--- src/rtl/ldpc_mem_pkg.sv ---
// Definitions shared by the LDPC extrinsic-message memory blocks.
// This covers the reader FSM states, buffer sizing and the default RAM geometry.
package ldpc_mem_pkg;

    typedef enum logic [1:0] {
        IDLE  = 2'd0,
        READ  = 2'd1,
        DRAIN = 2'd2,
        DONE  = 2'd3
    } rd_state_e;

    localparam int RD_LATENCY     = 1;
    localparam int BUF_DEPTH      = 2;
    localparam int MSG_DATA_WIDTH = 5;
    localparam int MSG_ADDR_WIDTH = 8;

endpackage

--- src/rtl/ext_msg_skid_fifo.sv ---
// Two-entry first-word-fall-through buffer that absorbs the RAM read latency.
// Pointers and occupancy are reset. Storage is not reset, and the output is gated while empty.
module ext_msg_skid_fifo
    import ldpc_mem_pkg::*;
#(
    parameter int DATA_WIDTH = MSG_DATA_WIDTH
) (
    input  logic                  clk,
    input  logic                  reset,
    input  logic                  push,
    input  logic [DATA_WIDTH-1:0] push_data,
    input  logic                  pop,
    output logic [DATA_WIDTH-1:0] pop_data,
    output logic                  full,
    output logic                  empty,
    output logic [1:0]            count
);

    logic [DATA_WIDTH-1:0] mem_q [BUF_DEPTH];
    logic                  wr_ptr_q;
    logic                  rd_ptr_q;
    logic [1:0]            count_q;
    logic                  pop_ok;
    logic                  push_ok;

    assign pop_ok  = pop & ~empty;
    assign push_ok = push & (~full | pop_ok);

    always_ff @(posedge clk or negedge reset) begin
        if (!reset) begin
            wr_ptr_q <= 1'b0;
            rd_ptr_q <= 1'b0;
            count_q  <= 2'd0;
        end else begin
            if (push_ok) wr_ptr_q <= ~wr_ptr_q;
            if (pop_ok)  rd_ptr_q <= ~rd_ptr_q;
            count_q <= count_q + {1'b0, push_ok} - {1'b0, pop_ok};
        end
    end

    always_ff @(posedge clk) begin
        if (push_ok) mem_q[wr_ptr_q] <= push_data;
    end

    assign empty    = (count_q == 2'd0);
    assign full     = (count_q == 2'(BUF_DEPTH));
    assign count    = count_q;
    assign pop_data = empty ? '0 : mem_q[rd_ptr_q];

endmodule

--- src/rtl/ext_msg_reader.sv ---
// Read-side sequencer for the extrinsic-message RAM.
// It streams num_msgs consecutive words from base_addr as a valid/ready stream.
module ext_msg_reader
    import ldpc_mem_pkg::*;
#(
    parameter int DATA_WIDTH = MSG_DATA_WIDTH,
    parameter int ADDR_WIDTH = MSG_ADDR_WIDTH,
    parameter int LEN_WIDTH  = 9
) (
    input  logic                  clk,
    input  logic                  reset,
    input  logic                  start,
    input  logic [ADDR_WIDTH-1:0] base_addr,
    input  logic [LEN_WIDTH-1:0]  num_msgs,
    output logic                  busy,
    output logic                  done,
    output logic [ADDR_WIDTH-1:0] ram_address,
    output logic                  ram_cs,
    output logic                  ram_we,
    input  logic [DATA_WIDTH-1:0] ram_data_out,
    output logic                  m_valid,
    output logic [DATA_WIDTH-1:0] m_data,
    output logic                  m_last,
    input  logic                  m_ready
);

    rd_state_e             state;
    rd_state_e             next_state;
    logic [ADDR_WIDTH-1:0] addr_q;
    logic [LEN_WIDTH-1:0]  issue_rem;
    logic [LEN_WIDTH-1:0]  accept_rem;
    logic                  rd_vld_p1;
    logic [1:0]            fifo_count;
    logic                  fifo_full;
    logic                  fifo_empty;
    logic [1:0]            occ_after;
    logic                  pop;
    logic                  issue;

    assign pop = m_valid & m_ready;

    // Credit counts the slot freed by this cycle's pop, which keeps one read per cycle
    // under a ready sink while buffer plus in-flight never exceeds the buffer depth.
    assign occ_after = fifo_count + {1'b0, rd_vld_p1} - {1'b0, pop};
    assign issue     = (state == READ) && (occ_after < 2'(BUF_DEPTH)) && !(fifo_full && !pop);

    always_ff @(posedge clk or negedge reset) begin
        if (!reset) state <= IDLE;
        else        state <= next_state;
    end

    always_comb begin
        next_state = state;
        case (state)
            IDLE:    if (start) next_state = (num_msgs == '0) ? DONE : READ;
            READ:    if (issue && issue_rem == LEN_WIDTH'(1)) next_state = DRAIN;
            DRAIN:   if (pop && accept_rem == LEN_WIDTH'(1)) next_state = DONE;
            DONE:    next_state = IDLE;
            default: next_state = IDLE;
        endcase
    end

    always_comb begin
        busy        = (state == READ) || (state == DRAIN);
        done        = (state == DONE);
        ram_cs      = issue;
        ram_we      = 1'b0;
        ram_address = issue ? addr_q : '0;
        m_last      = m_valid && (accept_rem == LEN_WIDTH'(1));
    end

    always_ff @(posedge clk or negedge reset) begin
        if (!reset) begin
            addr_q     <= '0;
            issue_rem  <= '0;
            accept_rem <= '0;
        end else if (state == IDLE) begin
            if (start) begin
                addr_q     <= base_addr;
                issue_rem  <= num_msgs;
                accept_rem <= num_msgs;
            end
        end else begin
            if (issue) begin
                addr_q    <= addr_q + ADDR_WIDTH'(1);
                issue_rem <= issue_rem - LEN_WIDTH'(1);
            end
            if (pop && accept_rem != '0) accept_rem <= accept_rem - LEN_WIDTH'(1);
        end
    end

    // Stage p1: read issued last cycle, RAM data present this cycle
    always_ff @(posedge clk or negedge reset) begin
        if (!reset) rd_vld_p1 <= 1'b0;
        else        rd_vld_p1 <= issue;
    end

    ext_msg_skid_fifo #(
        .DATA_WIDTH(DATA_WIDTH)
    ) u_buf (
        .clk       (clk),
        .reset     (reset),
        .push      (rd_vld_p1),
        .push_data (ram_data_out),
        .pop       (pop),
        .pop_data  (m_data),
        .full      (fifo_full),
        .empty     (fifo_empty),
        .count     (fifo_count)
    );

    assign m_valid = ~fifo_empty;

endmodule

--- config.mk ---
export PLATFORM = sky130hd
export DESIGN_NAME = ext_msg_reader
export DESIGN_NICKNAME = d
export VERILOG_FILES = /design/src/rtl/ldpc_mem_pkg.sv /design/src/rtl/ext_msg_skid_fifo.sv /design/src/rtl/ext_msg_reader.sv
export SDC_FILE = /design/constraint.sdc
export NUM_CORES = 1
export LEC_CHECK = 0
export CORE_MARGIN = 3
export CORE_UTILIZATION = 25
export CTS_BUF_LIST = sky130_fd_sc_hd__clkbuf_4 sky130_fd_sc_hd__clkbuf_8 sky130_fd_sc_hd__clkbuf_16
export DETAILED_ROUTE_END_ITERATION = 10
export DONT_BUFFER_PORTS = 1
export GPL_ROUTABILITY_DRIVEN = 0
export GPL_TIMING_DRIVEN = 1
export HOLD_SLACK_MARGIN = 0.15
export PLACE_DENSITY = 0.38
export REMOVE_ABC_BUFFERS = 1
export SYNTH_ARGS = -nofsm -noshare
export SYNTH_HDL_FRONTEND = slang
export SYNTH_SLANG_ARGS = --single-unit
export TNS_END_PERCENT = 1
--- constraint.sdc ---
create_clock -name clk -period 7.7 [get_ports clk]
set_clock_uncertainty 0.2 [all_clocks]
set_input_delay 1.925 -clock clk [delete_from_list [all_inputs] [get_ports clk]]
set_output_delay 1.925 -clock clk [all_outputs]
set_load 0.1 [all_outputs]
# ---- Word level (Yosys, flattened, before mapping)
# Memory sizes are Yosys's and may differ from the RTL's.
# Cells that the tools add are included.
dict set report word_totals {
  n_memories 1
  elab_cells 70
  regBits 33
  mem_bits_rw 10
  output_inout_bits 19
}
# name depth width read_ports rd_clocked_by_memory_dff write_ports line
set memory_table {}
lappend memory_table {u_buf.mem_q 2 5 1 0 1 ext_msg_skid_fifo.sv:19} ;# logic [DATA_WIDTH-1:0] mem_q [BUF_DEPTH];
dict set report op_classes {
  muxes 17
  n_lt_le_gt_ge 1
  add_sub_neg 7
  reduce_logical 19
  bitwise_logic 8
  n_eq_ne 9
}
# op n
set ops {}
lappend ops {{$mux 9} 5}
lappend ops {{$mux 8} 4}
lappend ops {{$eq 9x1->1 const B} 2}
lappend ops {{$sub 9x1->9 const B} 2}
lappend ops {{$logic_not 9->1} 1}
lappend ops {{$reduce_bool 9->1} 1}
lappend ops {{$add 8x1->8 const B} 1}
lappend ops {{$mux 2} 4}
lappend ops {{$pmux 2 s4} 1}
lappend ops {{$logic_and 1x1->1} 7}
lappend ops {{$eq 2x2->1 const B} 3}
lappend ops {{$ne 2x2->1 const B} 3}
lappend ops {{$mux 5} 1}
lappend ops {{$add 2x1->2} 2}
lappend ops {{$logic_not 2->1} 2}
lappend ops {{$not 1->1} 4}
lappend ops {{$reduce_and 2->1} 2}
lappend ops {{$reduce_bool 2->1} 2}
lappend ops {{$sub 2x1->2} 2}
lappend ops {{$and 1x1->1} 3}
lappend ops {{$reduce_and 3->1} 1}
lappend ops {{$eq 2x1->1 const B} 1}
lappend ops {{$logic_not 1->1} 2}
lappend ops {{$lt 2x2->1 const B} 1}
lappend ops {{other kinds (3)} 4}

# ---- Logic depth before layout (Yosys ltp)
dict set report depth {
  depth_word 10
  depth_mapped 11
  mapped_depth_nobuf 9
}

# ---- Hierarchy
# From an unflattened synthesis, not the netlist that was laid out.
dict set report hier_totals {
  hier_cells 268
  area_unflattened_um2 2715.1
}
# mod area_each_um2 cells_per_inst seq_area_each_um2 instances
set by_module_without_submodules {}
lappend by_module_without_submodules {ext_msg_reader 2128.3 225 725.7 1}
lappend by_module_without_submodules {ext_msg_skid_fifo 586.8 43 400.4 1}

# ---- Least setup slack after synthesis
# No wires, ideal clock.
dict set report synth_timing {
  path_kind {input to output}
  from {input m_ready}
  to {output ram_address[0]}
  arrival_time_ps 4426
  n_path_buf 2
  path_slack_ps 1149
  cell_stages 9
  cell_sequence {o21ai_2 -> inv_1 -> ha_1 -> and4b_1 -> buf_2 -> o21ai_2 -> inv_2 -> buf_2 -> and2_1}
}
dict set report synth_between {
  elab_chain_len 6
  elab_cells_between_ends 9
}
# item line
set synth_rtl {}
lappend synth_rtl {{start, declared} ext_msg_reader.sv:24} ;# input logic m_ready
lappend synth_rtl {{$and 1x1->1 *} ext_msg_reader.sv:40} ;# assign pop = m_valid & m_ready;
lappend synth_rtl {{$sub 2x1->2 / $logic_not 1->1 (equally long branches)} {ext_msg_reader.sv:44, ext_msg_reader.sv:45}}
lappend synth_rtl {{$lt 2x2->1 / $logic_and 1x1->1 (equally long branches)} ext_msg_reader.sv:45} ;# assign issue = (state == READ) && (occ_after < 2'(BUF_DEPTH)) && !(fifo_full && !pop);
lappend synth_rtl {{$logic_and 1x1->1 / $logic_not 1->1 (equally long branches)} ext_msg_reader.sv:45}
lappend synth_rtl {{$logic_and 1x1->1 *} ext_msg_reader.sv:45}
lappend synth_rtl {{via ram_cs} ext_msg_reader.sv:18} ;# output logic ram_cs,
lappend synth_rtl {{$mux 8 *} ext_msg_reader.sv:68} ;# ram_address = issue ? addr_q : '0;
lappend synth_rtl {{end, declared} ext_msg_reader.sv:17} ;# output logic [ADDR_WIDTH-1:0] ram_address,
# The timed path passes the listed nets; every way through them passes the cells marked *.

# ---- Worst setup path after layout
dict set report layout_timing {
  from {input m_ready}
  to {output ram_address[2]}
}
# Same word-level chain as after synthesis.

==> impl_metrics.env <==
export IMPL_run_status="completed"
export IMPL_cts_root_buf="clkbuf_8"
export IMPL_syn_inst=290
export IMPL_antenna_found_initial=0
export IMPL_vias=2135
export IMPL_cts_resized=0
export IMPL_synth_top_family_by_area="compound AO/OA/AOI/OAI gates"
export IMPL_initial_utilization_pct=26.2
export IMPL_yosys_area_share_simple_pct=19.6
export IMPL_core_area_sq_mm=0.0106
export IMPL_netlist_top_cells_area="dfrtp_1 30%, edfxtp_1 11%, ha_1 5.0%"
export IMPL_cts_tree="built"
export IMPL_grt_ovfl_total=0
export IMPL_clk_pin_slew_ns=0.08
export IMPL_grt_max_degree=35
export IMPL_synth_edf_count=10
export IMPL_drtAntennaViolNets=0
export IMPL_crit_buf_inv=3
export IMPL_grt_pass1_wl_um=12400
export IMPL_cpPeakStageDelay_ns=0.58
export IMPL_cp_top_family="buffers and inverters"
export IMPL_async_flop_share_pct=76.7
export IMPL_synth_compound_area_share_pct=21.0
export IMPL_leakagePower_nw=1.15
export IMPL_layout_drive_gt1_share_pct=14.2
export IMPL_ir_worst_vdd_mv=0.245
export IMPL_synth_seq_cells=43
export IMPL_numCtsBuffers=5
export IMPL_worstPathRequired_ns=5.58
export IMPL_dieArea_sq_mm=0.0124
export IMPL_multi_input_area_sq_mm=0.00152
export IMPL_rr_worst_depth=8
export IMPL_clk_latency_ns=0.29
export IMPL_hold_slack_ns=0.295
export IMPL_r2r_start="u_buf.count[1]"
export IMPL_rsz0062_at_grt="no"
export IMPL_synth_adder_area_share_pct=4.97
export IMPL_power_density_mw_per_mm2=470
export IMPL_grt_pass1_vias=2270
export IMPL_critPathSlowestCell="inv_2"
export IMPL_synthMostInstantiatedCell="dfrtp_1"
export IMPL_yosys_warnings=0
export IMPL_muxShareOfSynthArea_pct=3.75
export IMPL_drt_iter0_drc=84
export IMPL_maxSlewViolCount=0
export IMPL_hold_path_depth=1
export IMPL_end_kind="output port"
export IMPL_grt_use_total_pct=12.4
export IMPL_drv_cap=0
export IMPL_routed_wl_um=7370
export IMPL_hpwl_um=5380
export IMPL_fp_row_count=37
export IMPL_cts_hold_buffers=0
export IMPL_final_nets=325
export IMPL_first_pass_iters=4
export IMPL_final_hold_viol_count=0
export IMPL_crit_chain="o21ai_2 -> inv_1 -> ha_1 -> and4b_1 -> o21ai_2 -> inv_2 -> and2_1 -> buf_4"
export IMPL_relSlewSlack_pct=26.1
export IMPL_finalCriticalPeriod_ns=6.42
export IMPL_tightest_slew_ns=1.11
export IMPL_clk_path_buf_depth=2
export IMPL_seq_area_frac_synth_pct=40.7
export IMPL_cp_arrival_ns=4.29
export IMPL_area_delta_synth_final_pct=9.54
export IMPL_cp_start_kind="input pin"
export IMPL_port_buffers=0
export IMPL_post_route_util_pct=28.7
export IMPL_rr_endpoint="addr_q[4]"
export IMPL_synthXorXnorAreaFrac_pct=4.75
export IMPL_drc=0
export IMPL_synth_top_area_share_pct=29.8
export IMPL_antenna_cells=0
export IMPL_yosys_area_top_type="dfrtp_1"
export IMPL_area_sequential_sq_mm=0.00113
export IMPL_crit_fanout=16
export IMPL_fin_tns_setup_ns=0
export IMPL_hold_path_end="u_buf.wr_ptr_q"
export IMPL_synth_flop_cell="dfrtp_1"
export IMPL_ff2ff_setup_slack_ns=4.35
export IMPL_min_path_type="reg2reg"
export IMPL_die_h_um=111
export IMPL_fillers=1146
export IMPL_io_pins=45
export IMPL_max_clock_freq_mhz=156
export IMPL_fp_dieW_um=111
export IMPL_p_total_mw=1.43
export IMPL_clock_sinks=43
export IMPL_critical_path_class="in2out"
export IMPL_postCtsSetupBuffers=0
export IMPL_avgSynthCellArea_sq_um=9.54
export IMPL_min_delay_start="u_buf.wr_ptr_q"
export IMPL_via_per_inst=5.02
export IMPL_wire_per_inst_um=17.3
export IMPL_cts_max_level=2
export IMPL_syn_area_sq_mm=0.00277
export IMPL_fin_crit_sh_pct=83.3
export IMPL_crit_path_frequent_cell="o21ai_2"
export IMPL_finalSetupViolations=0
export IMPL_synthTopCellsByCount="33 x dfrtp_1, 21 x nor2_1, 18 x nand2_1, 16 x a21oi_1, 16 x inv_1"
export IMPL_synth_cell_types=59
cell families after synthesis:
family,after synthesis
compound gates,78
xor+xnor,15
fa+ha+maj,11
buf+inv,35
flops,43
mux,10
other cells,1
simple gates,97
worst max-delay path by stage:
stage	from	endpoint	cells after the start
2_1_floorplan	m_ready	ram_address[0]	7
3_3_place_gp	m_ready	ram_address[7]	8
3_5_place_dp	m_ready	ram_address[7]	8
4_1_cts	m_ready	ram_address[2]	8
5_1_grt	m_ready	ram_address[3]	8
6_report	m_ready	ram_address[2]	8
worst register-to-register path: stages, from the launching register on:
cell      delay, ns
dfrtp_1        0.49
o21ai_2        0.40
inv_1          0.14
ha_1           0.31
and4b_1        0.48
o21ai_2        0.19
inv_2          0.58
nand3_1        0.14
o311ai_0       0.32
registers in the layout (all words and copies together), names as in the netlist:
name and cells:
addr_q 8, u_buf.wr_ptr_q 1, issue_rem 9, u_buf.count 2
accept_rem 9, u_buf.mem_q 10, state 2, u_buf.rd_ptr_q 1
rd_vld_p1 1
layout by cell type (no fill, tap or decap), drive strengths merged, types with 4 or more instances in the layout:
cell type | netlist | final
nand2 | 18 | 18
clkbuf | 11 | 7
and2 | 12 | 12
nand2b | 5 | 5
a211oi | 11 | 11
xnor2 | 8 | 8
inv | 17 | 17
o21ai | 15 | 15
edfxtp | 10 | 10
a21oi | 16 | 16
o211ai | 9 | 9
nor3 | 11 | 11
ha | 11 | 11
mux2i | 7 | 7
nor2 | 23 | 23
xor2 | 7 | 7
nor4 | 4 | 4
dfrtp | 33 | 33
nand3 | 8 | 8
buf | 6 | 8
final cells by class:
cell class                 count  area share [%]
clock buffer                   7            2.77
tap                          136            5.61
sequential                    43            37.1
timing repair buffer           8            1.98
inverter                      18            2.23
clock inverter                 1           0.165
multi-input combinational    212            50.1
where the power goes:
| part | switching, mW | internal, mW | leakage (nW) |
|---|---|---|---|
| Combinational | 0.574 | 0.237 | 0.628 |
| Sequential | 0.130 | 0.332 | 0.476 |
| Clock | 0.0818 | 0.0710 | 0.0491 |
routing by layer:
| layer | vias up | share of wire [%] | routed length (um) | global-route usage, % |
|---|---|---|---|---|
| li1 | 1048 | - | - | - |
| met1 | 1034 | 47 | 3440 | 16.3 |
| met2 | 46 | 47 | 3480 | 20.0 |
| met3 | 7 | 5.1 | 373 | 3.44 |
| met4 | 0 | 1.2 | 85 | 3.33 |
| met5 | - | 0 | 0 | 0 |
metrics by stage:
step	cells	worst slack [ns]	instance area, sq um
3_5_place_dp	417	1.28	2940
2_1_floorplan	273	1.24	2700
4_1_cts	425	1.26	3030
5_1_grt	425	1.10	3030
6_report	425	1.28	3030
3_3_place_gp	417	1.32	2940
No activity file was read; power rests on OpenSTA's default activity.
